--- config.mk ---
export PLATFORM = sky130hd
export DESIGN_NAME = multi_state_stepper
export DESIGN_NICKNAME = d
export VERILOG_FILES = /design/src/rtl/multi_state_stepper.sv
export SDC_FILE = /design/constraint.sdc
export NUM_CORES = 1
export LEC_CHECK = 0
export BUFFER_PORTS_ARGS = -buffer_cell sky130_fd_sc_hd__buf_2
export CAP_MARGIN = 20
export CORE_MARGIN = 8
export CORE_UTILIZATION = 40
export DETAILED_ROUTE_END_ITERATION = 7
export HOLD_SLACK_MARGIN = 0.05
export PLACE_DENSITY = 0.6
export SETUP_SLACK_MARGIN = 0.05
export SKIP_CTS_REPAIR_TIMING = 1
export SYNTH_ARGS = -nofsm -noshare
export SYNTH_HDL_FRONTEND = slang
export SYNTH_SLANG_ARGS = --single-unit
--- constraint.sdc ---
create_clock -name CLK -period 4 [get_ports CLK]
set_input_delay 0.8 -clock CLK [delete_from_list [all_inputs] [get_ports CLK]]
set_output_delay 0.8 -clock CLK [all_outputs]
set_load 0.01 [all_outputs]
--- src/rtl/multi_state_stepper.sv ---
// multi_state_stepper: per-channel synchroniser, debounce filter and rise
// detector driving a wrap / bounce / saturate state counter with clear.
module multi_state_stepper #(
    parameter int CH              = 4,
    parameter int NUM_STATES      = 4,
    parameter int MODE            = 0,
    parameter int SYNC_STAGES     = 2,
    parameter int DEBOUNCE_CYCLES = 4,
    localparam int SW = (NUM_STATES > 2) ? $clog2(NUM_STATES) : 1
) (
    input  logic [0:0]         CLK,
    input  logic [0:0]         RST_N,
    input  logic [CH-1:0]      transition,
    input  logic [CH-1:0]      clear,
    output logic [CH*SW-1:0]   state_out,
    output logic [CH-1:0]      changed
);

    localparam int D = DEBOUNCE_CYCLES;
    localparam logic [SW-1:0] S_MAX = SW'(NUM_STATES - 1);
    localparam logic DIR_UP = 1'b0;
    localparam logic DIR_DN = 1'b1;

    for (genvar g = 0; g < CH; g++) begin : g_ch
        logic [SYNC_STAGES-1:0] sync_q;
        logic                   sync_w;
        logic                   filt_w;
        logic                   prev_q;
        logic                   rise_w;
        logic [SW-1:0]          state_q;
        logic [SW-1:0]          state_d;
        logic                   dir_q;
        logic                   dir_d;
        logic                   changed_q;
        logic                   changed_d;

        // Metastability chain: input enters at bit 0, leaves at the top bit.
        always_ff @(posedge CLK or negedge RST_N) begin
            if (!RST_N) begin
                sync_q <= '0;
            end else begin
                sync_q <= {sync_q[SYNC_STAGES-2:0], transition[g]};
            end
        end

        assign sync_w = sync_q[SYNC_STAGES-1];

        if (D > 0) begin : g_db
            localparam int CW = $clog2(D + 1);
            localparam logic [CW-1:0] C_LAST = CW'(D - 1);

            logic          filt_q;
            logic [CW-1:0] cnt_q;

            // Filtered level flips only after D consecutive differing samples.
            always_ff @(posedge CLK or negedge RST_N) begin
                if (!RST_N) begin
                    filt_q <= 1'b0;
                    cnt_q  <= '0;
                end else if (sync_w == filt_q) begin
                    cnt_q  <= '0;
                end else if (cnt_q == C_LAST) begin
                    filt_q <= sync_w;
                    cnt_q  <= '0;
                end else begin
                    cnt_q  <= cnt_q + CW'(1);
                end
            end

            assign filt_w = filt_q;
        end else begin : g_nodb
            assign filt_w = sync_w;
        end

        // Edge history: previous filtered level for rise detection.
        always_ff @(posedge CLK or negedge RST_N) begin
            if (!RST_N) begin
                prev_q <= 1'b0;
            end else begin
                prev_q <= filt_w;
            end
        end

        assign rise_w = filt_w & ~prev_q;

        // State register: counter value, bounce direction and change pulse.
        always_ff @(posedge CLK or negedge RST_N) begin
            if (!RST_N) begin
                state_q   <= '0;
                dir_q     <= DIR_UP;
                changed_q <= 1'b0;
            end else begin
                state_q   <= state_d;
                dir_q     <= dir_d;
                changed_q <= changed_d;
            end
        end

        // Next state: clear wins over a coincident step, which is dropped.
        always_comb begin
            state_d = state_q;
            dir_d   = dir_q;
            if (clear[g]) begin
                state_d = '0;
                dir_d   = DIR_UP;
            end else if (rise_w) begin
                if (MODE == 1) begin
                    if (dir_q == DIR_UP) begin
                        if (state_q == S_MAX) begin
                            state_d = state_q - SW'(1);
                            dir_d   = DIR_DN;
                        end else begin
                            state_d = state_q + SW'(1);
                        end
                    end else begin
                        if (state_q == '0) begin
                            state_d = SW'(1);
                            dir_d   = DIR_UP;
                        end else begin
                            state_d = state_q - SW'(1);
                        end
                    end
                end else if (MODE == 2) begin
                    if (state_q != S_MAX) begin
                        state_d = state_q + SW'(1);
                    end
                end else begin
                    if (state_q == S_MAX) begin
                        state_d = '0;
                    end else begin
                        state_d = state_q + SW'(1);
                    end
                end
            end
        end

        // Outputs: flag a change only when the stored value really moves.
        always_comb begin
            changed_d = (state_d != state_q);
        end

        assign state_out[g*SW +: SW] = state_q;
        assign changed[g]            = changed_q;
    end

endmodule

==> results of run 1 <==
==> placed cells by master, fill, tap and decap left out, drive strengths merged <==
cell type,netlist,routed
mux2,4,4
clkinv,0,2
ha,8,8
nor2b,6,6
dfrtp,40,40
a41oi,1,1
inv,2,2
mux2i,8,8
nor3b,6,6
nor2,18,18
o32a,4,4
xnor2,4,4
and3b,3,3
and2b,6,6
clkbuf,0,6
buf,4,21
nand2b,1,1
a21oi,1,1
nor3,7,7
==> kinds of logic after synthesis <==
family	count (synthesis)	synth area share [%]
AND/OR/NAND/NOR	47	16.3
flip-flops	40	62.0
multiplexers	12	7.75
adder cells (fa/ha/maj)	8	6.20
AO/OA/AOI/OAI	6	3.33
buffers and inverters	6	2.32
XOR/XNOR	4	2.17
==> per-layer routing <==
metal	GRT usage [%]	up-vias	routed length (um)
met2	14.2	18	1220
met3	3.83	5	155
li1	-	465	-
met4	5.00	0	48
met5	0	-	0
met1	8.17	461	968
==> power by group <==
group          total, uW  switching, uW  internal [uW]  leakage, uW
sequential           596           75.4            521     0.000506
combinational        366            177            189     0.000368
clock                266            129            137    0.0000510
==> cell type report <==
type | instances | area (um2)
timing repair buffer | 21 | 105
sequential | 40 | 1000
clock buffer | 6 | 82.6
clock inverter | 2 | 10.0
multi-input combinational | 77 | 577
fill | 342 | 2100
tap | 50 | 62.6
inverter | 2 | 7.51
==> metrics by stage <==
step                cell area (um2)  utilization, %  power [uW]  setup slack, ps
finish                         1850            46.8        1230             2310
global route                   1850            46.8        1320             2270
CTS                            1850            46.8        1250             2300
detailed placement             1750            44.5         980             2360
global placement               1750            44.5         951             2400
floorplan                      1620               -         887             2540
==> registers in the layout (all words and copies together), names as in the netlist <==
name             count
g_ch.changed_q       4
g_ch.sync_q          8
g_ch.state_q         8
g_ch.prev_q          4
g_ch.g_db.cnt_q     12
g_ch.filt_w          4
==> worst max-delay path by stage <==
stage,slack (ps),depth (start not counted),start,end
floorplan,2540,3,clear[0],g_ch[0].changed_q$_DFF_PN0_
global placement,2400,4,clear[1],g_ch[1].changed_q$_DFF_PN0_
detailed placement,2360,4,clear[2],g_ch[2].changed_q$_DFF_PN0_
CTS,2300,1,g_ch[2].state_q[1]$_DFF_PN0_,state_out[5]
global route,2270,1,g_ch[3].state_q[0]$_DFF_PN0_,state_out[6]
finish,2310,1,g_ch[3].state_q[0]$_DFF_PN0_,state_out[6]
==> summary.md, run 1 <==
| Metric | Value |
|---|---|
| Synth area leader | `dfrtp_1` |
| Dpl cells | `190` |
| Maximum buffer depth of the clock tree | `2` |
| Die Wd | `just under 80 um` |
| Slew Limit Headroom | `around 44%` |
| Vias in the first global route | `1026` |
| Vias | `about 950` |
| NumNets Final | `~170` |
| Worst r2r path cells | `4` |
| Number of remaining DRC errors | `0` |
| Sink Count | `40` |
| Reported max-cap violation count | `0` |
| Number of diodes | `0` |
| R2R Setup Slk | `2580 ps` |
| Top-area cell type share of the netlist area | `roughly three fifths` |
| Initial DRC Count | `36` |
| Slew Limit Fails | `0` |
| Main flop type after synthesis | `dfrtp_1` |
| CP startpoint kind | `flop` |
| Number of library cell types mapped by synthesis | `17` |
| Core Region | `3940 um2` |
| Least-Margin Pin Slew | `847 ps` |
| Routability cong. | `0.702` |
| Full die area | `roughly 6300 um2` |
| Worst EP required | `3200 ps` |
| Syn. warnings | `0` |
| Syn Nets | `141` |
| Min-delay src | `g_ch[0].sync_q[0]$_DFF_PN0_` |
| Drt pass-1 iters | `4` |
| Avg Synthesized Cell Area | `13.1 um2` |
| Layout cell share with drive strength beyond 1 | `22.3%` |
| Critical path arrival | `890 ps` |
| Critical R2R Launch | `g_ch[2].state_q[1]$_DFF_PN0_` |
| Most numerous cell in the Yosys netlist | `dfrtp_1` |
| Global route total overflow | `0` |
| DPL Wire Length | `around 1800 um` |
| Largest net degree at the start of global routing | `41` |
| CTS tree | `built` |
| Hold path endpoint | `g_ch[0].sync_q[1]$_DFF_PN0_` |
| CP bufs+invs | `1` |
| Worst R2R End | `g_ch[2].changed_q$_DFF_PN0_` |
| Cell Area, Synth | `1620 um2` |
| FF+latch count, synth | `40` |
| Max FO, Critical Path | `6` |
| Crit path max-delay family | `flip-flops` |
| Wirelength, routed | `~2400 um` |
| Hold Path Depth | `0` |
| Critical path cell sequence | `buf_2` |
| Post-layout min period | `1690 ps` |
| Global-route wire length before repair | `4140 um` |
| Row count | `23` |
| Die height | `about 80 um` |
| Layout Cells excl Fill | `198` |
| Area Overhead vs Synth | `14.3%` |
| Final worst path period share | `42.2%` |
| Initial antenna violation count | `0` |
| Status | `completed` |
| Global Route Usage Sum | `between 8 and 9%` |
| CTS Buf Count | `5` |
| RSZ-0062 raised after global routing | `false` |
| Crit. End Element | `output pin` |
| Routed len/inst | `~12 um` |
| Later-pin clock latency in the skew report | `roughly 290 ps` |
| Worst-path clk slew | `70 ps` |
| Final Hold Viols | `0` |
| Power Dens Cells | `666 nW/um2` |
| Slowest stage delay, CP | `roughly 440 ps` |
| Synth async-reset ratio | `100%` |
| F_max | `0.592 GHz` |
| H-tree depth | `2` |
| WHS | `approximately 350 ps` |
| Setup Skew | `7.64 ps` |
| IO buf count | `21` |
| EDFF count, synth | `0` |
| Peak VDD IR | `0.000314 V` |
| # setup viols final | `0` |
| Commonest cells in the netlist | `40 x dfrtp_1, 18 x nor2_1, 8 x ha_1, 8 x mux2i_1, 7 x nor3_1` |
| Initial Util | `41.0%` |
| CP max-delay cell | `dfrtp_1` |
| Leak | `0.000925 uW` |
| Setup CP Type | `flop to output pin` |
| Synth top area cells | `dfrtp_1 62%, ha_1 6.2%, mux2i_1 5.0%` |
| ANT nets after route | `0` |
| Root Buffer | `clkbuf_8` |
| Setup total negative slack | `0 ps` |
| Hold crit path type | `flop to flop` |
| Synth Instances | `123` |
| Post-synthesis sequential area ratio | `62.0%` |
| Top Ports | `22` |
| Vias per cell | `about 4.8` |
No activity file was read; power rests on OpenSTA's default activity.
==> run 2, diff against run 1 <==
- ABC_AREA: not set -> 1
- clock period: 4 -> 1.6 ns (I/O delays scaled with it)
==> run 2 against run 1 <==
Effect of this change: wire length up 3.0%; total power rose to 2.7 times the previous value; utilization up 1.5 points; sequential power rose to 2.6 times the previous value; largest cell class unchanged; final area up 6.2%; non-clock buffer count up 2; register-to-register slack worse by 2200 ps; die area up 4.7%; area after synthesis up 5.9%; hold slack worse by 210 ps; largest power group unchanged; clock-buffer cell count down 1.
==> summary.md, run 2 <==
| Metric | Value |
|---|---|
| Status | `completed` |
| Global-route wire length before repair | `4280 um (+3.3%)` |
| Routed len/inst | `9.75 um (-19%)` |
| Critical R2R Launch | `g_ch[3].state_q[0]$_DFF_PN0_` |
| Drt pass-1 iters | `6 (+2)` |
| Initial antenna violation count | `0 (unchanged)` |
| Most numerous cell in the Yosys netlist | `inv_1` |
| Commonest non-fill, non-tap cell in the layout | `inv_1` |
| Row count | `23 (unchanged)` |
| Syn Nets | `195 (+38%)` |
| Layer with the highest usage | `met2` |
| Worst-path clk slew | `70 ps (about the same)` |
| Top Ports | `22 (unchanged)` |
| Post-synthesis sequential area ratio | `58.5% (-3.4 points)` |
| Vias per cell | `4.42 (-7.9%)` |
| Synth Instances | `177 (+44%)` |
| Most used cell along the critical path | `nand2_1` |
| Post-synthesis compound-gate area fraction | `5.41% (+2.1 points)` |
| Met3 Track Usage GR | `3.42% (-0.41 points)` |
| Number of diodes | `0 (unchanged)` |
| Leak | `0.00105 uW (+13%)` |
| Routability cong. | `0.764 (+8.8%)` |
| Synth async-reset ratio | `100% (unchanged)` |
| F_max | `0.811 GHz` |
| ANT nets after route | `0 (unchanged)` |
| Peak VDD IR | `0.00111 V (+250%)` |
| M2 GR Usage | `11.6% (-2.6 points)` |
| Min-delay src | `transition[2]` |
| CTS Buf Count | `5 (unchanged)` |
| Cell Area, Synth | `1710 um2 (+5.9%)` |
| Root Buffer | `clkbuf_8` |
| Slew Limit Headroom | `79.1% (+36 points)` |
| Xor-xnor portion of the synthesized cell area | `2.05% (-0.12 points)` |
| Area of the multi-input gates | `526 um2 (-8.9%)` |
| Synth area leader | `dfrtp_1` |
| Met1 usage in global routing | `10.5% (+2.4 points)` |
| Initial DRC Count | `24 (-33%)` |
| FF+latch count, synth | `40 (unchanged)` |
| Main flop type after synthesis | `dfrtp_1` |
| Most frequent cells in the layout | `41 x inv_1, 40 x dfrtp_1, 28 x nand2_1` |
| Die Wd | `81.4 um (+2.3%)` |
| Number of library cell types mapped by synthesis | `16 (-1)` |
| Worst r2r path cells | `7 (+3)` |
| Power Dens Cells | `1690 nW/um2 (+150%)` |
| Die height | `81.4 um (+2.3%)` |
| IO buf count | `21 (unchanged)` |
| Synth Area in Simple Gates | `17.4% (+1.1 points)` |
| RSZ-0062 raised after global routing | `false` |
| Full die area | `6620 um2 (+4.7%)` |
| Final Power | `3310 uW (+170%)` |
| Least-Margin Pin Slew | `311 ps (-537 ps)` |
| DPL Wire Length | `1880 um (+5.0%)` |
| Slowest stage delay, CP | `410 ps (-30 ps)` |
| Final worst path period share | `77.1%` |
| CP max-delay cell | `dfrtp_1` |
| Critical path arrival | `1410 ps (+520 ps)` |
| Global Route Usage Sum | `8.18% (-0.18 points)` |
| Core Region | `4060 um2 (+2.9%)` |
| Maximum buffer depth of the clock tree | `2 (unchanged)` |
| H-tree depth | `2 (unchanged)` |
| Hold crit path type | `input pin to flop` |
| Wirelength, routed | `2470 um (+3.0%)` |
| Syn. warnings | `0 (unchanged)` |
| CTS tree | `built` |
| Slew Limit Fails | `0 (unchanged)` |
| Avg Synthesized Cell Area | `9.66 um2 (-26%)` |
| Setup CP Type | `flop to flop` |
| Later-pin clock latency in the skew report | `280 ps (about the same)` |
| Largest net degree at the start of global routing | `41 (unchanged)` |
| Largest regs | `g_ch.g_db.cnt_q (12), g_ch.state_q (8), g_ch.sync_q (8)` |
| Global route total overflow | `0 (unchanged)` |
| Commonest cells in the netlist | `41 x inv_1, 40 x dfrtp_1, 28 x nand2_1` |
| Layout cell share with drive strength beyond 1 | `15.8% (-6.5 points)` |
| Worst R2R End | `g_ch[3].changed_q$_DFF_PN0_` |
| Layout fillers | `371 (+8.5%)` |
| Crit. End Element | `flop` |
| Vias | `1117 (+18%)` |
| Initial Util | `42.2% (+1.2 points)` |
| # setup viols final | `0 (unchanged)` |
| Top reg by flops | `g_ch.g_db.cnt_q` |
| Reported max-cap violation count | `0 (unchanged)` |
| Hold Path Depth | `1 (+1)` |
| R2R Setup Slk | `370 ps (-2210 ps)` |
| Max reg flops | `12 (unchanged)` |
| Setup Skew | `4.19 ps (-3.45 ps)` |
| Number of remaining DRC errors | `0 (unchanged)` |
| Max FO, Critical Path | `4 (-2)` |
| Setup total negative slack | `0 ps (unchanged)` |
| EDFF count, synth | `0 (unchanged)` |
| Final Hold Viols | `0 (unchanged)` |
| Post-layout min period | `1230 ps` |
| Mux contribution to synthesized area | `0% (-7.7 points)` |
| Worst EP required | `1770 ps (-1430 ps)` |
| Largest family of logic cells by synthesized area | `simple AND/OR/NAND/NOR gates` |
| Vias in the first global route | `1011 (-1.5%)` |
| Critical path cell sequence | `ha_1, inv_1, nand3_1, nand3_1, nand2_1, nand2_1, nand2_1` |
| Area Overhead vs Synth | `14.6%` |
| Sink Count | `40 (unchanged)` |
| Adder-cell share of the synthesized area | `5.85% (-0.34 points)` |
| CP startpoint kind | `flop` |
| Hold path endpoint | `g_ch[2].sync_q[0]$_DFF_PN0_` |
| Synth top area cells | `dfrtp_1 59%, inv_1 9.0%, nand2_1 6.1%` |
| Top-area cell type share of the netlist area | `58.5% (-3.4 points)` |
| Register area | `1000 um2 (unchanged)` |
| NumNets Final | `221 (+34%)` |
[run 2: cell type report]
| cell class | count | share of cell area (%) |
|---|---|---|
| Clock buffer | 5 | 3.51 |
| Clock inverter | 2 | 0.639 |
| Inverter | 41 | 7.85 |
| Multi-Input combinational cell | 92 | 26.8 |
| Sequential cell | 40 | 51.1 |
| Tap cell | 50 | 3.19 |
| Timing Repair Buffer | 23 | 6.90 |
[run 2: routing by layer]
metal | vias to the layer above | wire, um
li1 | 597 | -
met5 | - | 0
met1 | 500 | 1240
met2 | 18 | 1070
met4 | 0 | 23
met3 | 2 | 140
[run 2: worst max-delay path: cells and delay by family, from the launching register on]
kind | cells | cell delay, ps
DFF | 1 | 410
buffers and inverters | 1 | 50
and+or+nand+nor | 5 | 360
adders and majority gates | 1 | 300
[run 2: how the worst max path moves through the flow]
stage	from	to	slack, ps	cells after the start
floorplan	g_ch[1].state_q[0]$_DFF_PN0_	g_ch[1].changed_q$_DFF_PN0_	420	7
global placement	g_ch[1].state_q[0]$_DFF_PN0_	g_ch[1].changed_q$_DFF_PN0_	380	7
detailed placement	g_ch[3].state_q[0]$_DFF_PN0_	g_ch[3].changed_q$_DFF_PN0_	370	7
CTS	g_ch[3].state_q[0]$_DFF_PN0_	g_ch[3].changed_q$_DFF_PN0_	350	7
global route	g_ch[2].state_q[0]$_DFF_PN0_	g_ch[2].changed_q$_DFF_PN0_	230	7
finish	g_ch[3].state_q[0]$_DFF_PN0_	g_ch[3].changed_q$_DFF_PN0_	370	7
[run 2: cells by family after synthesis]
| logic type | count (synthesis) |
|---|---|
| AND/OR/NAND/NOR | 63 |
| buffers and inverters | 45 |
| flip-flops | 40 |
| AO/OA/AOI/OAI | 17 |
| adder cells (fa/ha/maj) | 8 |
| XOR/XNOR | 4 |
[run 2: through the flow]
| step | cell area, um2 | util (%) | worst slack [ps] | std cells | hold WS [ps] |
|---|---|---|---|---|---|
| 2_1_floorplan | 1710 | - | 420 | 177 | 24.4 |
| 3_3_place_gp | 1870 | 46.0 | 379 | 245 | 303 |
| 3_5_place_dp | 1870 | 46.0 | 367 | 245 | 303 |
| 4_1_cts | 1950 | 48.0 | 352 | 252 | -1.86 |
| 5_1_grt | 1960 | 48.3 | 227 | 253 | 130 |
| 6_report | 1960 | 48.3 | 366 | 253 | 141 |
[run 2: power breakdown]
group / total (uW) / switching (uW) / internal [uW]
registers: 1550 / 220 / 1330
logic: 1140 / 671 / 473
clock network: 610 / 315 / 295
total: 3310 / 1210 / 2100
==> run 3, diff against run 2 <==
- PLACE_DENSITY: 0.6 -> 0.62
- clock period: 1.6 -> 1 ns (I/O delays scaled with it)
==> run 3 against run 2 <==
Effect of this change: the flow now finishes with violations (negative setup slack); utilization up 13 points; critical path depth is 5 lower; clock-buffer cell count rose by 2; sequential power grew 67%; clock power is 130% higher; non-clock buffer count is 20 higher; die area stayed put; combinational power increased to 2.7 times the previous value; register-to-register slack worse by 500 ps; clock skew about the same.
==> summary.md, run 3 (synthesized netlist as in run 2, its figures left out) <==
| Metric | Value |
|---|---|
| Status | `finished, violations left` |
| Failing checks | `negative setup slack` |
| CTS Buf Count | `5 (unchanged)` |
| H-tree depth | `2 (unchanged)` |
| Initial Util | `42.2% (unchanged)` |
| Number of diodes | `0 (unchanged)` |
| DPL Wire Length | `2020 um (+7.5%)` |
| Final Hold Viols | `0 (unchanged)` |
| Min-delay src | `clear[2]` |
| Setup CP Type | `flop to output pin` |
| Top reg by flops | `g_ch.g_db.cnt_q` |
| F_max | `0.849 GHz` |
| Layout cell share with drive strength beyond 1 | `45.1% (+29 points)` |
| ANT nets after route | `0 (unchanged)` |
| RSZ-0062 raised after global routing | `true` |
| Routed len/inst | `11.1 um (+14%)` |
| WHS | `88.3 ps (-53.0 ps)` |
| Setup Skew | `4.08 ps (-0.119 ps)` |
| Least-Margin Pin Slew | `365 ps (+54.8 ps)` |
| Final worst-path setup slack | `-177 ps (-544 ps)` |
| # setup viols final | `16 (+16)` |
| Pre-CTS setup slack | `-153 ps (-520 ps)` |
| Vias | `1273 (+14%)` |
| Largest net degree at the start of global routing | `16 (-61%)` |
| Vias per cell | `4.65 (+5.2%)` |
| Number of remaining DRC errors | `0 (unchanged)` |
| Crit. End Element | `output pin` |
| Area Overhead vs Synth | `45.1%` |
| Worst-path clk slew | `70 ps (about the same)` |
| Core Region | `4060 um2 (unchanged)` |
| Root Buffer | `clkbuf_8` |
| Area of the multi-input gates | `754 um2 (+44%)` |
| Worst R2R End | `g_ch[3].changed_q$_DFF_PN0_` |
| Largest regs | `g_ch.g_db.cnt_q (12), g_ch.state_q (8), g_ch.sync_q (8)` |
| Top Ports | `22 (unchanged)` |
| Die height | `81.4 um (unchanged)` |
| Worst EP required | `800 ps (-970 ps)` |
| Fin util | `61.2% (+13 points)` |
| Worst r2r path cells | `7 (unchanged)` |
| Slew Limit Headroom | `75.6% (-3.5 points)` |
| Maximum buffer depth of the clock tree | `2 (unchanged)` |
| Commonest non-fill, non-tap cell in the layout | `dfrtp_1` |
| Final worst path period share | `118%` |
| Full die area | `6620 um2 (unchanged)` |
| Wirelength, routed | `3050 um (+24%)` |
| Row count | `23 (unchanged)` |
| Global Route Usage Sum | `9.30% (+1.1 points)` |
| Post-layout min period | `1180 ps` |
| Power Dens Cells | `2870 nW/um2 (+70%)` |
| Sink Count | `40 (unchanged)` |
| CP startpoint kind | `flop` |
| Max reg flops | `12 (unchanged)` |
| NumNets Final | `241 (+9.0%)` |
| Initial DRC Count | `40 (+67%)` |
| Hold Path Depth | `2 (+1)` |
| Critical R2R Launch | `g_ch[3].state_q[1]$_DFF_PN0_` |
| IO buf count | `21 (unchanged)` |
| Peak VDD IR | `0.00161 V (+45%)` |
| Initial antenna violation count | `0 (unchanged)` |
| Global-route wire length before repair | `4810 um (+12%)` |
| R2R Setup Slk | `-130 ps (-500 ps)` |
| Die Wd | `81.4 um (unchanged)` |
| Global route total overflow | `0 (unchanged)` |
| Most frequent cells in the layout | `40 x dfrtp_1, 27 x inv_1, 21 x nand2_1` |
| Reported max-cap violation count | `0 (unchanged)` |
| CTS tree | `built` |
| Max FO, Critical Path | `3 (-1)` |
| Hold crit path type | `input pin to flop` |
| Drt pass-1 iters | `4 (-2)` |
| Later-pin clock latency in the skew report | `280 ps (about the same)` |
| Routability cong. | `0.774 (+1.4%)` |
| Vias in the first global route | `1148 (+14%)` |
| Register area | `1000 um2 (unchanged)` |
| Slew Limit Fails | `0 (unchanged)` |
| Layout fillers | `321 (-13%)` |
| Hold path endpoint | `g_ch[2].state_q[0]$_DFF_PN0_` |
| Leak | `0.00121 uW (+16%)` |
| Critical path arrival | `980 ps (-430 ps)` |
-- run 3: worst max path at each step --
| stage | from | slack (ps) | cells past startpoint | to |
|---|---|---|---|---|
| after floorplan | g_ch[1].state_q[1]$_DFF_PN0_ | -140 | 7 | g_ch[1].changed_q$_DFF_PN0_ |
| after global placement | g_ch[2].state_q[1]$_DFF_PN0_ | -150 | 7 | g_ch[2].changed_q$_DFF_PN0_ |
| after detailed placement | g_ch[2].state_q[1]$_DFF_PN0_ | -150 | 7 | g_ch[2].changed_q$_DFF_PN0_ |
| after CTS | g_ch[3].state_q[0]$_DFF_PN0_ | -170 | 2 | state_out[6] |
| after global routing | g_ch[3].state_q[1]$_DFF_PN0_ | -230 | 7 | g_ch[3].changed_q$_DFF_PN0_ |
| final | g_ch[3].state_q[1]$_DFF_PN0_ | -180 | 2 | state_out[7] |
-- run 3: per-stage QoR --
| stage | instances | total power (uW) | setup TNS [ps] | instance area, um2 |
|---|---|---|---|---|
| 2_1_floorplan | 177 | 3930 | -696 | 1720 |
| 3_3_place_gp | 254 | 4540 | -490 | 1960 |
| 3_5_place_dp | 254 | 4590 | -614 | 1960 |
| 4_1_cts | 262 | 6020 | -2040 | 2080 |
| 5_1_grt | 274 | 7730 | -2830 | 2480 |
| 6_report | 274 | 7120 | -1730 | 2480 |
-- run 3: report_power, final --
group | total [uW] | switching, uW | internal (uW)
clock network | 1400 | 521 | 880
registers | 2590 | 459 | 2130
logic | 3130 | 1520 | 1610
total | 7120 | 2500 | 4620
-- run 3: worst max-delay path, cell delays in order (launching register included) --
cell and delay (ps):
dfrtp_1 410, buf_4 150, buf_2 130
-- run 3: area by class of cell --
cell class | instances | area share, %
flip-flops and latches | 40 | 40.3
clock inverters | 1 | 1.21
well taps | 50 | 2.52
multi-input cells | 92 | 30.4
clock buffers | 7 | 3.88
repair buffers | 43 | 15.4
inverters | 41 | 6.30
-- run 3: metal layers --
| layer | track usage [%] | part of all wire (%) | vias up |
|---|---|---|---|
| met2 | 13.4 | 48 | 23 |
| met3 | 3.09 | 4.9 | 4 |
| met4 | 4.82 | 0.89 | 0 |
| met1 | 12.1 | 46 | 603 |
| li1 | - | - | 643 |
| met5 | 0 | 0 | - |
